### config.mk
export PLATFORM = sky130hd
export DESIGN_NAME = predecode_queue
export DESIGN_NICKNAME = d
export VERILOG_FILES = /design/src/rtl/predecode_queue.sv
export SDC_FILE = /design/constraint.sdc
export NUM_CORES = 1
export LEC_CHECK = 0
export ABC_CLOCK_PERIOD_IN_PS = 4000
export CORE_ASPECT_RATIO = 1.1
export CORE_MARGIN = 2
export CORE_UTILIZATION = 50
export DETAILED_ROUTE_END_ITERATION = 7
export PLACE_DENSITY = 0.71
export SYNTH_ARGS = -nofsm -noshare
export SYNTH_HDL_FRONTEND = slang
export SYNTH_SLANG_ARGS = --single-unit
export TNS_END_PERCENT = 100
### constraint.sdc
create_clock -name clock -period 4 [get_ports clock]
set_clock_uncertainty 0.1 [all_clocks]
set_input_delay 0.8 -clock clock [delete_from_list [all_inputs] [get_ports clock]]
set_output_delay 0.8 -clock clock [all_outputs]
set_load 0.02 [all_outputs]
### src/rtl/predecode_queue.sv
// predecode_queue
//   Instruction buffer between fetch and decode. Words are predecoded on push
//   (branch condition, SWI, halt, reset marker) and stored with their PC in a
//   DEPTH-entry FIFO. The head entry drives decode directly. Popping a SWI, or
//   a halt while in BIOS, pulses an OS redirect. Popping a halt outside BIOS
//   stops the flow of instructions (HALTED) until flush.
//
// Optional feature: define PREDECODE_STATS_EN to add saturating pop and branch
// counters (pop_count, branch_count) that clear on flush.
//
// Ports
//   clock, reset (async active-low), flush, is_bios
//   in_valid/in_ready/in_instruction/in_pc       : push side
//   out_valid/out_ready/out_instruction/out_pc   : pop side (head entry)
//   out_branch_condition, out_is_swi/halt/reset  : head predecode flags
//   redirect_valid/redirect_address              : one-cycle OS redirect
//   count                                        : occupancy
//   pop_count, branch_count                      : stats (PREDECODE_STATS_EN)
module predecode_queue #(
    parameter int INSTRUCTION_WIDTH = 16,
    parameter int ADDRESS_WIDTH     = 16,
    parameter int DEPTH             = 4,
    parameter int OS_START          = 2048
) (
    input  logic                          clock,
    input  logic                          reset,
    input  logic                          flush,
    input  logic                          is_bios,
    input  logic                          in_valid,
    output logic                          in_ready,
    input  logic [INSTRUCTION_WIDTH-1:0]  in_instruction,
    input  logic [ADDRESS_WIDTH-1:0]      in_pc,
    output logic                          out_valid,
    input  logic                          out_ready,
    output logic [INSTRUCTION_WIDTH-1:0]  out_instruction,
    output logic [ADDRESS_WIDTH-1:0]      out_pc,
    output logic [4:0]                    out_branch_condition,
    output logic                          out_is_swi,
    output logic                          out_is_halt,
    output logic                          out_is_reset,
    output logic                          redirect_valid,
    output logic [ADDRESS_WIDTH-1:0]      redirect_address,
    output logic [$clog2(DEPTH):0]        count
`ifdef PREDECODE_STATS_EN
    ,
    output logic [15:0]                   pop_count,
    output logic [15:0]                   branch_count
`endif
);

    localparam int AW = $clog2(DEPTH);
    localparam logic [4:0] NO_BRANCH = 5'h1f;

    typedef struct packed {
        logic [INSTRUCTION_WIDTH-1:0] word;
        logic [ADDRESS_WIDTH-1:0]     pc;
        logic [4:0]                   cond;
        logic                         swi;
        logic                         halt;
        logic                         rst;
    } entry_t;

    typedef enum logic {RUN, HALTED} state_t;

    function automatic entry_t predecode(input logic [INSTRUCTION_WIDTH-1:0] w,
                                         input logic [ADDRESS_WIDTH-1:0] pc);
        entry_t e;
        e.word = w;
        e.pc   = pc;
        e.cond = NO_BRANCH;
        e.swi  = 1'b0;
        e.halt = 1'b0;
        e.rst  = (w[15:0] == 16'hffff);
        case (w[15:12])
            4'd13: e.cond = {1'b0, w[11:8]};
            4'd4:  if (w[11:8] == 4'd7) e.cond = {1'b0, w[7:4]};  // BX form
            4'd12: begin
                e.cond = 5'h0e;
                e.swi  = 1'b1;
            end
            4'd14: e.halt = w[11];
            default: ;
        endcase
        return e;
    endfunction

    entry_t         mem [DEPTH];
    entry_t         head;
    logic [AW:0]    wr_ptr, rd_ptr;
    state_t         state;
    logic           full, empty, push, pop;

    // Pointers carry a wrap bit so full and empty are distinguishable.
    assign full  = (wr_ptr[AW-1:0] == rd_ptr[AW-1:0]) && (wr_ptr[AW] != rd_ptr[AW]);
    assign empty = (wr_ptr == rd_ptr);
    assign count = wr_ptr - rd_ptr;

    assign in_ready  = !full && (state == RUN);
    assign out_valid = !empty && (state == RUN);
    assign push      = in_valid && in_ready;
    assign pop       = out_valid && out_ready;

    assign head = mem[rd_ptr[AW-1:0]];

    always_comb begin
        out_instruction      = '0;
        out_pc               = '0;
        out_branch_condition = NO_BRANCH;
        out_is_swi           = 1'b0;
        out_is_halt          = 1'b0;
        out_is_reset         = 1'b0;
        if (!empty) begin
            out_instruction      = head.word;
            out_pc               = head.pc;
            out_branch_condition = head.cond;
            out_is_swi           = head.swi;
            out_is_halt          = head.halt;
            out_is_reset         = head.rst;
        end
    end

    assign redirect_address = redirect_valid ? ADDRESS_WIDTH'(OS_START) : '0;

    // Storage needs no reset: emptiness is tracked by the pointers alone.
    // A push dropped by flush must not land either, hence the !flush term.
    always_ff @(posedge clock) begin
        if (push && !flush) mem[wr_ptr[AW-1:0]] <= predecode(in_instruction, in_pc);
    end

    always_ff @(posedge clock or negedge reset) begin
        if (!reset) begin
            wr_ptr         <= '0;
            rd_ptr         <= '0;
            state          <= RUN;
            redirect_valid <= 1'b0;
        end else if (flush) begin
            wr_ptr         <= '0;
            rd_ptr         <= '0;
            state          <= RUN;
            redirect_valid <= 1'b0;
        end else begin
            if (push) wr_ptr <= wr_ptr + 1'b1;
            if (pop)  rd_ptr <= rd_ptr + 1'b1;
            redirect_valid <= pop && (head.swi || (head.halt && is_bios));
            if (pop && head.halt && !is_bios) state <= HALTED;
        end
    end

`ifdef PREDECODE_STATS_EN
    always_ff @(posedge clock or negedge reset) begin
        if (!reset) begin
            pop_count    <= '0;
            branch_count <= '0;
        end else if (flush) begin
            pop_count    <= '0;
            branch_count <= '0;
        end else if (pop) begin
            if (pop_count != 16'hffff) pop_count <= pop_count + 16'd1;
            if (head.cond != NO_BRANCH && branch_count != 16'hffff)
                branch_count <= branch_count + 16'd1;
        end
    end
`endif

endmodule

* Yosys cells after proc, flatten, opt, wreduce, memory -nomap -nowiden
Memory sizes are Yosys's and may differ from the RTL's. Cells that the tools add are included.
Storage, ports and cells: bits in registers 8, memories 1, RAM bits 160, output and inout port bits 62, input bits 38, word-level logic and storage cells 59
Cells by class: equal/unequal tests 9, $add $sub $neg 3, bitwise operators 1, mux-type cells 23, reduce and logical (&&, ||, !) cells 18
Memories:
- mem | depth 4, bits a word 40, read ports 1, clocked after Yosys merged registers in 0, write ports 1, line 87 | entry_t mem [DEPTH];
Operator list (number):
- $mux 16 | 2
- $eq 16x16->1 const B | 1
- $mux 5 | 3
- $pmux 5 s3 | 1
- $eq 4x4->1 const B | 3
- $mux 1 | 12
- $mux 12 | 1
- $mux 3 | 4
- $logic_and 1x1->1 | 10
- $eq 4x3->1 const B | 2
- $add 3x1->3 const B | 2
- $reduce_bool 2->1 | 3
- $logic_not 1->1 | 4
- $eq 3x3->1 | 1
- $sub 3x3->3 | 1
- $eq 2x2->1 | 1
- $logic_or 1x1->1 | 1
- $ne 1x1->1 | 1
- $not 1->1 | 1

* Longest topological paths before layout
Gate-level depths: netlist of the first run.
depth in word-level cells 8, mapped depth 8, depth with buffers taken out 5

* Worst setup path before layout of the first run
OpenSTA, ideal clock, no wires.
path kind reg2reg, start register rd_ptr[1], end memory mem[0][0] (netlist bit), enable pin, library setup time 401 ps, clock period less this slack 2947 ps, data arrival time 2445 ps, buffers on the path 2, path slack 1053 ps, data required time 3499 ps, stages on the path, launching flop included 8, cells stage by stage dfrtp_1 buf_2 buf_2 inv_1 ha_1 nand2_1 o21a_1 and3_1
On the way: longest elaborated chain between the ends 8
RTL lines:
- start: declaration | line 89 | logic [AW:0] wr_ptr, rd_ptr;
- start signal: assignment | line 143 | if (pop) rd_ptr <= rd_ptr + 1'b1;
- $eq 2x2->1 | line 94 | assign full = (wr_ptr[AW-1:0] == rd_ptr[AW-1:0]) && (wr_ptr[AW] != rd_ptr[AW]);
- $logic_and 1x1->1 | line 94
- $logic_not 1->1 | line 98 | assign in_ready = !full && (state == RUN);
- $logic_and 1x1->1 | line 98
- $logic_and 1x1->1 | line 100 | assign push = in_valid && in_ready;
- $logic_and 1x1->1 | line 127 | if (push && !flush) mem[wr_ptr[AW-1:0]] <= predecode(in_instruction, in_pc);
- $mux 1 | line 127
- $mux 1 (implied by the code) | line 127
- end: declaration | line 87
Every way passes these cells.

* Worst setup path in the final report of the first run
start register wr_ptr[0], end output out_branch_condition[2]
On the way: longest elaborated chain between the ends 2
RTL lines:
- start: declaration | line 89
- start signal: assignment | line 142 | if (push) wr_ptr <= wr_ptr + 1'b1;
- $eq 3x3->1 | line 95 | assign empty = (wr_ptr == rd_ptr);
- $mux 5 | line 112 | if (!empty) begin
- end: declaration | line 37 | output logic [4:0] out_branch_condition,
Every way passes these cells.

==> results.md, run 1 <==
* Run status: complete, no violations
* # IOs at 100
* Finished Layout Cells at 658
* Top-area cell type share of the netlist area at 69.38%
* Die Width at 116.2 um
* TritonCTS Buffers at 17
* Number of remaining DRC errors at 0
* Critical path required time at 3.10 ns
* Clock power share at 33.4%
* Overflow after GRT at 0
* Reg power frac at 41.7%
* CP cell instances: inv_1 > ha_1 > nand2_1 > nor2_4 > buf_4 > or2_1 > clkdlybuf4s50_1
* Post-DP HPWL at 7961 um
* Vias in the first global route at 3658
* Synth unique cells at 35
* Setup tns final at 0 ns
* Setup bufs post-CTS at 0
* Power Density at 563.8 nW/um^2
* Die Y at 127.4 um
* Hold Worst Slack at 0.5209 ns
* Post-synth ARST share at 4.762%
* Kind of critical path: reg -> out
* CTS tree: done
* Endpoints failing setup at 0
* Core Area at 13680 um^2
* Per-cell routed wire length at 19.34 um
* Worst setup SP type: flop
* Post-synth top area cell: edfxtp_1
* #FFs+latches synth at 168
* CP arrival at 2.75 ns
* Global-route wire length before repair at 20020 um
* Via count at 3540
* Worst vdd ir at 0.4072 mV
* GPL Wtd Cong at 0.7939
* Slew headroom at 56.11%
* Worst Setup End Kind: output pin
* RSZ-0062 raised after global routing: false
* Initial core utilization at 50.62%
* Switching share of power at 26.33%
* Area contributors post-synth: edfxtp_1, mux4_2, nor2b_1, dfrtp_1, buf_4
* Share of cells above drive strength 1 at 18.09%
* Clock Latency Late Sink at 0.42 ns
* Worst-path clk slew at 0.06 ns
* Worst min path class: reg -> reg
* Static leakage at 2.802 nW
* Largest net degree at the start of global routing at 44
* Primary FF master, synth: edfxtp_1
* Synth Instances at 362
* Longest Clk Path Bufs at 2
* Final period util at 91.17%
* Setup WS pre-CTS at 0.8217 ns
* Clk sinks at 168
* Row cnt at 45
* Combinational power share at 24.9%
* Sw Pwr at 1.269 mW
* Layout area overhead at 23.40%
* Endpoints failing hold at 0
* Post-CTS resize count at 0
* Critical Path Slowest Stage Cell: clkdlybuf4s50_1
* IO buf count at 84
* Max incr delay on CP at 0.59 ns
* Max cap viols at 0
* # hold bufs at CTS at 0
* Max Slew Vio Count at 0
* Initial antenna violation count at 0
* YS warnings at 0
* Full die area at 14810 um^2
* Post-route ant nets at 0
* DP Cell Count at 626
* Diodes inserted at 0
* Final worst slack at 0.3534 ns
* FMAX at 274.2 MHz
* Final Net Count at 503
* Syn Std Cell Area at 6925 um^2
* Worst Max-Slew Pin Slew at 0.6583 ns
* Avg Vias per Cell at 5.380
* Post-layout min period at 3.647 ns
* Final WL at 12720 um
* Post-synth EDFFs at 160
* CP max FO at 13
* Iteration-0 DRC count of the detailed router at 171
* H-tree depth at 4
* Pint at 3.549 mW
* Gr usage total at 18.84%
* Post-synthesis sequential area ratio at 72.27%
* Clk root buf: clkbuf_16
* Avg Synthesized Cell Area at 19.13 um^2
* Number of iterations in the first detailed-routing pass at 5
==> cell usage in the layout (no fill, tap or decap), types with 3 or more instances in the layout <==
cell type / instances
edfxtp_1: 160
clkinv_1: 5
dfrtp_1: 6
nand2_1: 7
nor2b_1: 40
inv_6: 3
nor4_1: 3
nor2_1: 11
nand4_1: 4
a21oi_1: 4
ha_1: 7
and3_2: 4
bufinv_16: 3
clkbuf_16: 17
o2111ai_1: 3
conb_1: 15
mux4_2: 40
clkdlybuf4s50_1: 84
inv_1: 10
or2_1: 5
buf_12: 3
buf_4: 7
==> flip-flops by register name (all words and copies together), names as in the netlist <==
name	cells
wr_ptr	3
redirect_valid	1
state	1
mem	160
rd_ptr	3
==> critical path: cells and delay by family (launching register included) <==
family | cells | cell delay, ns
buf+inv | 3 | 0.92
simple gates | 3 | 0.66
flops | 1 | 0.40
fa+ha+maj | 1 | 0.33
==> path summary, 6_finish.rpt <==
| kind | from | to | slack, ns | cells past startpoint |
|---|---|---|---|---|
| max | wr_ptr[0]$_DFFE_PN0P_ | out_branch_condition[2] | 0.35 | 7 |
| min | state$_DFFE_PN0P_ | state$_DFFE_PN0P_ | 0.52 | 2 |
| max reg2reg | wr_ptr[0]$_DFFE_PN0P_ | mem[3][30]$_DFFE_PP_ | 1.30 | 6 |
| min reg2reg | state$_DFFE_PN0P_ | state$_DFFE_PN0P_ | 0.52 | 2 |
| max in group asynchronous | reset | rd_ptr[0]$_DFFE_PN0P_ | 2.93 | 1 |
| min in group asynchronous | reset | wr_ptr[2]$_DFFE_PN0P_ | 0.57 | 1 |
==> power by group through the flow <==
stage	Sequential (mW)	Combinational (mW)	Clock (mW)
finish	2.01	1.20	1.61
detailed placement	2.05	1.21	0
CTS	2.01	1.22	1.64
global placement	2.04	1.21	0
floorplan	2.04	0.721	0
global route	2.01	1.29	1.70
==> synth_stat cells, drive strengths merged (3+ instances only) <==
library cell and n:
nor4 3, nand4 4, inv 10, ha 7, mux2 4, clkbuf 6
nor2 12, or2 5, a21oi 4, o2111ai 3, mux4 40, and3 4
nor2b 40, nand2 7, dfrtp 8, edfxtp 160, buf 26
==> layer usage <==
metal,share of wire [%],up-vias,track usage (%),wire [um]
met1,41,1787,24.58,5238
met4,2.1,0,7.843,268
met2,50,152,30.44,6394
li1,-,1581,-,-
met3,6.5,20,4.791,822
met5,0,-,0,0
==> cell type report <==
class,instances,area [um^2]
Tap cell,188,235.2
Fill cell,978,5136
Multi-Input combinational cell,166,1728
Sequential cell,168,5007
Clock inverter,13,151.4
Timing Repair Buffer,94,953.4
Inverter,10,37.54
Clock buffer,19,432.9
==> metrics by stage <==
step                util, %  total power [mW]  cell area (um^2)
floorplan                 -             2.766              6978
global placement      58.19             3.251              7961
detailed placement    58.19             3.261              7961
CTS                   62.46             4.870              8546
global route          62.46             5.003              8546
finish                62.46             4.818              8546
==> logic make-up after synthesis <==
kind of cell	share of synthesized area, %
buf+inv	3.722
other cells	0.05415
flops	72.27
compound gates	1.500
mux	13.80
xor+xnor	0.4879
simple gates	6.612
fa+ha+maj	1.554
Note: power is estimated with default switching activity, not from simulation.
==> run 2: changes to the inputs <==
- MAX_ROUTING_LAYER: default -> met4
- REMOVE_ABC_BUFFERS: default -> 1
==> results.md, run 2 (synthesized netlist as in run 1, its figures left out) <==
* Worst Setup End Kind: output pin
* Die Width at 116.2 um
* Clk root buf: clkbuf_16
* Setup bufs post-CTS at 0
* Reg2reg start: wr_ptr[0]$_DFFE_PN0P_
* GPL Wtd Cong at 0.8011
* Final period util at 93.46%
* Number of iterations in the first detailed-routing pass at 5
* Critical Path Slowest Stage Cell: clkdlybuf4s50_1
* Combinational power share at 25.4%
* Power Density at 549.9 nW/um^2
* Number of remaining DRC errors at 0
* Run status: complete, no violations
* Clock power share at 31.6%
* Full die area at 14810 um^2
* Row cnt at 45
* Max FFs per register at 160
* H-tree depth at 4
* Die Y at 127.4 um
* Overflow after GRT at 0
* Worst min path class: reg -> reg
* Sw Pwr at 1.307 mW
* Final core utilization at 62.16%
* Iteration-0 DRC count of the detailed router at 247
* CP cell instances: inv_1 > ha_1 > nand2_1 > nor2_4 > buf_12 > or2_1 > clkdlybuf4s50_1
* Reg power frac at 43.0%
* Post-CTS resize count at 0
* Initial core utilization at 50.62%
* Longest Clk Path Bufs at 2
* Vias in the first global route at 3547
* WP buf/inv at 3
* Max incr delay on CP at 0.59 ns
* Endpoints failing setup at 0
* Fill count at 980
* Clk sinks at 168
* Worst setup SP type: flop
* Gr usage total at 18.70%
* Largest net degree at the start of global routing at 44
* CP arrival at 2.84 ns
* Worst-path clk slew at 0.06 ns
* Avg Vias per Cell at 5.362
* Area of the multi-input gates at 1728 um^2
* Diodes inserted at 0
* FMAX at 267.5 MHz
* Endpoints failing hold at 0
* Max cap viols at 0
* Worst vdd ir at 0.3224 mV
* # IOs at 100
* Post-layout min period at 3.738 ns
* Per-cell routed wire length at 18.93 um
* Layout area overhead at 22.80%
* Final worst slack at 0.2618 ns
* Switching share of power at 27.94%
* Final WL at 12460 um
* Post-DP HPWL at 7781 um
* Max Slew Vio Count at 0
* TritonCTS Buffers at 17
* CTS tree: done
* Global-route wire length before repair at 19330 um
* Kind of critical path: reg -> out
* R2R Setup Slk at 1.27 ns
* Commonest non-fill, non-tap cell in the layout: edfxtp_1
* WHS Path Cells at 2
* DP Cell Count at 626
* Worst R2R End: mem[1][1]$_DFFE_PP_
* CP max FO at 27
* Post-route ant nets at 0
* Via count at 3528
* Hold Crit Endpoint: state$_DFFE_PN0P_
* Worst Max-Slew Pin Slew at 0.6477 ns
* Core Area at 13680 um^2
* Storage cell area at 5007 um^2
* Critical path required time at 3.10 ns
* Finished Layout Cells at 658
* Share of cells above drive strength 1 at 19.15%
* # hold bufs at CTS at 0
* Min-delay src: state$_DFFE_PN0P_
* Clock Latency Late Sink at 0.42 ns
* Worst R2R Path Depth at 6
* Static leakage at 2.791 nW
* Worst path top cell family by delay: buffers and inverters
* RSZ-0062 raised after global routing: false
* Initial antenna violation count at 0
* Final Net Count at 503
* Pint at 3.370 mW
* Most frequent cells in the layout: edfxtp_1, clkdlybuf4s50_1, nor2b_1, mux4_2, clkbuf_16
* Slew headroom at 56.82%
* IO buf count at 84
* Setup WS pre-CTS at 0.6785 ns
## run 2: power groups by stage
stage / Combinational, mW / Clock, mW / Sequential (mW)
final: 1.19 / 1.48 / 2.01
after global routing: 1.27 / 1.58 / 2.01
after CTS: 1.21 / 1.50 / 2.01
after detailed placement: 1.20 / 0 / 2.05
after global placement: 1.20 / 0 / 2.04
after floorplan: 0.611 / 0 / 2.10
## run 2: worst reg2reg max path, cell delays in order (launching register included)
cell and delay [ns]:
dfrtp_1 0.40, inv_1 0.12, ha_1 0.34, nand2_1 0.25, o21a_1 0.25, and3_2 0.59, buf_4 0.36
## run 2: cell type report
| class | instances | share of cell area [%] |
|---|---|---|
| Clock buffer | 17 | 5.002 |
| Multi-Input combinational cell | 166 | 20.32 |
| Tap cell | 188 | 2.766 |
| Clock inverter | 15 | 1.383 |
| Timing Repair Buffer | 94 | 11.21 |
| Inverter | 10 | 0.4414 |
| Sequential cell | 168 | 58.88 |
## run 2: how the worst max path moves through the flow
stage / end / slack [ns] / startpoint / cells after the start
3_5_place_dp: out_branch_condition[0] / 0.68 / wr_ptr[0]$_DFFE_PN0P_ / 7
4_1_cts: out_branch_condition[0] / 0.22 / wr_ptr[0]$_DFFE_PN0P_ / 7
6_report: out_branch_condition[0] / 0.26 / wr_ptr[0]$_DFFE_PN0P_ / 7
3_3_place_gp: out_branch_condition[0] / 0.78 / wr_ptr[0]$_DFFE_PN0P_ / 7
2_1_floorplan: out_instruction[0] / -0.65 / rd_ptr[0]$_DFFE_PN0P_ / 4
5_1_grt: out_branch_condition[0] / 0.11 / wr_ptr[0]$_DFFE_PN0P_ / 7
## run 2: metrics by stage
step / cell area [um^2] / total power [mW] / hold slack (ns) / TNS [ns]
final: 8504 / 4.677 / 0.5511 / 0
after global routing: 8504 / 4.868 / 0.5894 / 0
after CTS: 8504 / 4.726 / 0.5607 / 0
after detailed placement: 7961 / 3.253 / 0.5492 / 0
after global placement: 7961 / 3.243 / 0.5358 / 0
after floorplan: 6758 / 2.716 / 0.4044 / -47.78
## run 2: per-layer routing
layer  share of wire, %  vias to the layer above  GRT usage (%)  routed length, um
met2                 50                      147          29.51               6249
met5                  0                        -              -                  0
met4                2.0                        0          6.653                248
met3                7.0                       20          4.127                867
met1                 41                     1775          24.23               5091
li1                   -                     1586              -                  -
==> run 3: changes to the inputs <==
- CORE_ASPECT_RATIO: 1.1 -> default
==> results.md, run 3 (synthesized netlist as in run 1, its figures left out) <==
* H-tree depth at 4
* Clk sinks at 168
* Max cap viols at 0
* Post-route ant nets at 0
* Via count at 3533
* Gr usage total at 18.83%
* CP arrival at 2.88 ns
* Post-layout min period at 3.778 ns
* Reg2reg start: wr_ptr[0]$_DFFE_PN0P_
* Number of remaining DRC errors at 0
* Slew headroom at 42.18%
* Die Y at 121.7 um
* Initial core utilization at 50.48%
* CP max FO at 11
* Worst R2R Path Depth at 6
* Per-cell routed wire length at 19.27 um
* Full die area at 14810 um^2
* TritonCTS Buffers at 17
* Core Area at 13720 um^2
* Critical path required time at 3.10 ns
* Total power at 4.675 mW
* Number of iterations in the first detailed-routing pass at 4
* FMAX at 264.7 MHz
* Worst R2R End: mem[3][38]$_DFFE_PP_
* Setup bufs post-CTS at 0
* Final core utilization at 61.75%
* Post-route cell area at 8472 um^2
* Worst setup SP type: flop
* Row cnt at 43
* Most frequent cells in the layout: edfxtp_1, clkdlybuf4s50_1, nor2b_1, mux4_2, clkbuf_16
* Max FFs per register at 160
* Final WL at 12580 um
* Final worst slack at 0.2222 ns
* Share of cells above drive strength 1 at 19.03%
* Endpoints failing hold at 0
* R2R Setup Slk at 1.20 ns
* Kind of critical path: reg -> out
* Overflow after GRT at 0
* GPL Wtd Cong at 0.7728
* Diodes inserted at 0
* IO buf count at 84
* Clk root buf: clkbuf_16
* Worst Setup EP: out_instruction[10]
* Vias in the first global route at 3663
* Commonest non-fill, non-tap cell in the layout: edfxtp_1
* Fill count at 1001
* Final period util at 94.45%
* CTS tree: done
* Worst-path clk slew at 0.06 ns
* Worst Setup End Kind: output pin
* Run status: complete, no violations
* # IOs at 100
* Clock Latency Late Sink at 0.42 ns
* Die Width at 121.7 um
* Placed Area at 7929 um^2
* Worst min path class: reg -> reg
* Iteration-0 DRC count of the detailed router at 225
* Largest net degree at the start of global routing at 44
* Worst Setup SP: wr_ptr[0]$_DFFE_PN0P_
* Setup WS pre-CTS at 0.6196 ns
* Global-route wire length before repair at 19740 um
* # hold bufs at CTS at 0
* Endpoints failing setup at 0
* Final Net Count at 506
* Layout area overhead at 22.33%
* RSZ-0062 raised after global routing: false
* Power Density at 551.9 nW/um^2
* Post-DP HPWL at 7701 um
* Initial antenna violation count at 0
* Static leakage at 2.775 nW
* Avg Vias per Cell at 5.410
* Worst Max-Slew Pin Slew at 0.8673 ns
* Longest Clk Path Bufs at 2
* Worst vdd ir at 0.3217 mV
* Max Slew Vio Count at 0
==> run 3: changes by cell type in the layout (fill, tap and decap cells not counted) <==
cell        previous run  this run
nor2_2                 0         1
buf_12                 3         0
bufinv_16              0         1
clkbuf_1               0         1
inv_6                  6         2
clkinv_1               2         4
clkinvlp_4             0         4
clkinv_4               6         0
buf_4                  7        12
clkinv_2               1         3
==> run 3: per-layer routing <==
layer / part of all wire, % / track usage [%]
met1: 42 / 24.06
met2: 50 / 29.85
met3: 6.9 / 4.167
met4: 1.0 / 7.399
met5: 0 / -
==> run 3: worst min path at each step <==
stage          cells after the start  slack, ns         startpoint                    end
2_1_floorplan                      0       0.40              reset  rd_ptr[0]$_DFFE_PN0P_
3_3_place_gp                       2       0.50  state$_DFFE_PN0P_      state$_DFFE_PN0P_
3_5_place_dp                       2       0.51  state$_DFFE_PN0P_      state$_DFFE_PN0P_
4_1_cts                            2       0.52  state$_DFFE_PN0P_      state$_DFFE_PN0P_
5_1_grt                            2       0.55  state$_DFFE_PN0P_      state$_DFFE_PN0P_
6_report                           2       0.52  state$_DFFE_PN0P_      state$_DFFE_PN0P_
==> run 3: what timing repair did <==
item                                   4_1_cts  5_1_grt
endpoints found under the hold margin        0        0
gates resized for setup                      0        0
setup endpoints to repair                    0        6
==> run 3: layout make-up <==
| type | count | area [um^2] | area share [%] |
|---|---|---|---|
| Clock inverter | 14 | 107.6 | 1.270 |
| Sequential cell | 168 | 5007 | 59.10 |
| Timing Repair Buffer | 96 | 930.9 | 10.99 |
| Clock buffer | 18 | 429.2 | 5.066 |
| Inverter | 10 | 37.54 | 0.4431 |
| Multi-Input combinational cell | 167 | 1734 | 20.47 |
| Tap cell | 180 | 225.2 | 2.658 |
==> run 3: power by group <==
part / internal [mW] / switching (mW)
registers: 1.99 / 0.0163
clock network: 0.846 / 0.628
logic: 0.563 / 0.630
total: 3.40 / 1.28
==> run 3: through the flow <==
stage / hold slack, ns / TNS, ns / std cells
2_1_floorplan: 0.4044 / -47.78 / 344
3_3_place_gp: 0.4987 / 0 / 620
3_5_place_dp: 0.5055 / 0 / 620
4_1_cts: 0.5172 / 0 / 652
5_1_grt: 0.5501 / 0 / 653
6_report: 0.5181 / 0 / 653
==> run 3: critical path: stages, from the launching register on <==
cell             delay, ns
dfrtp_1               0.41
inv_1                 0.13
ha_1                  0.33
nand2_1               0.24
nor2_4                0.42
buf_4                 0.28
nor2b_1               0.07
clkdlybuf4s50_1       0.57
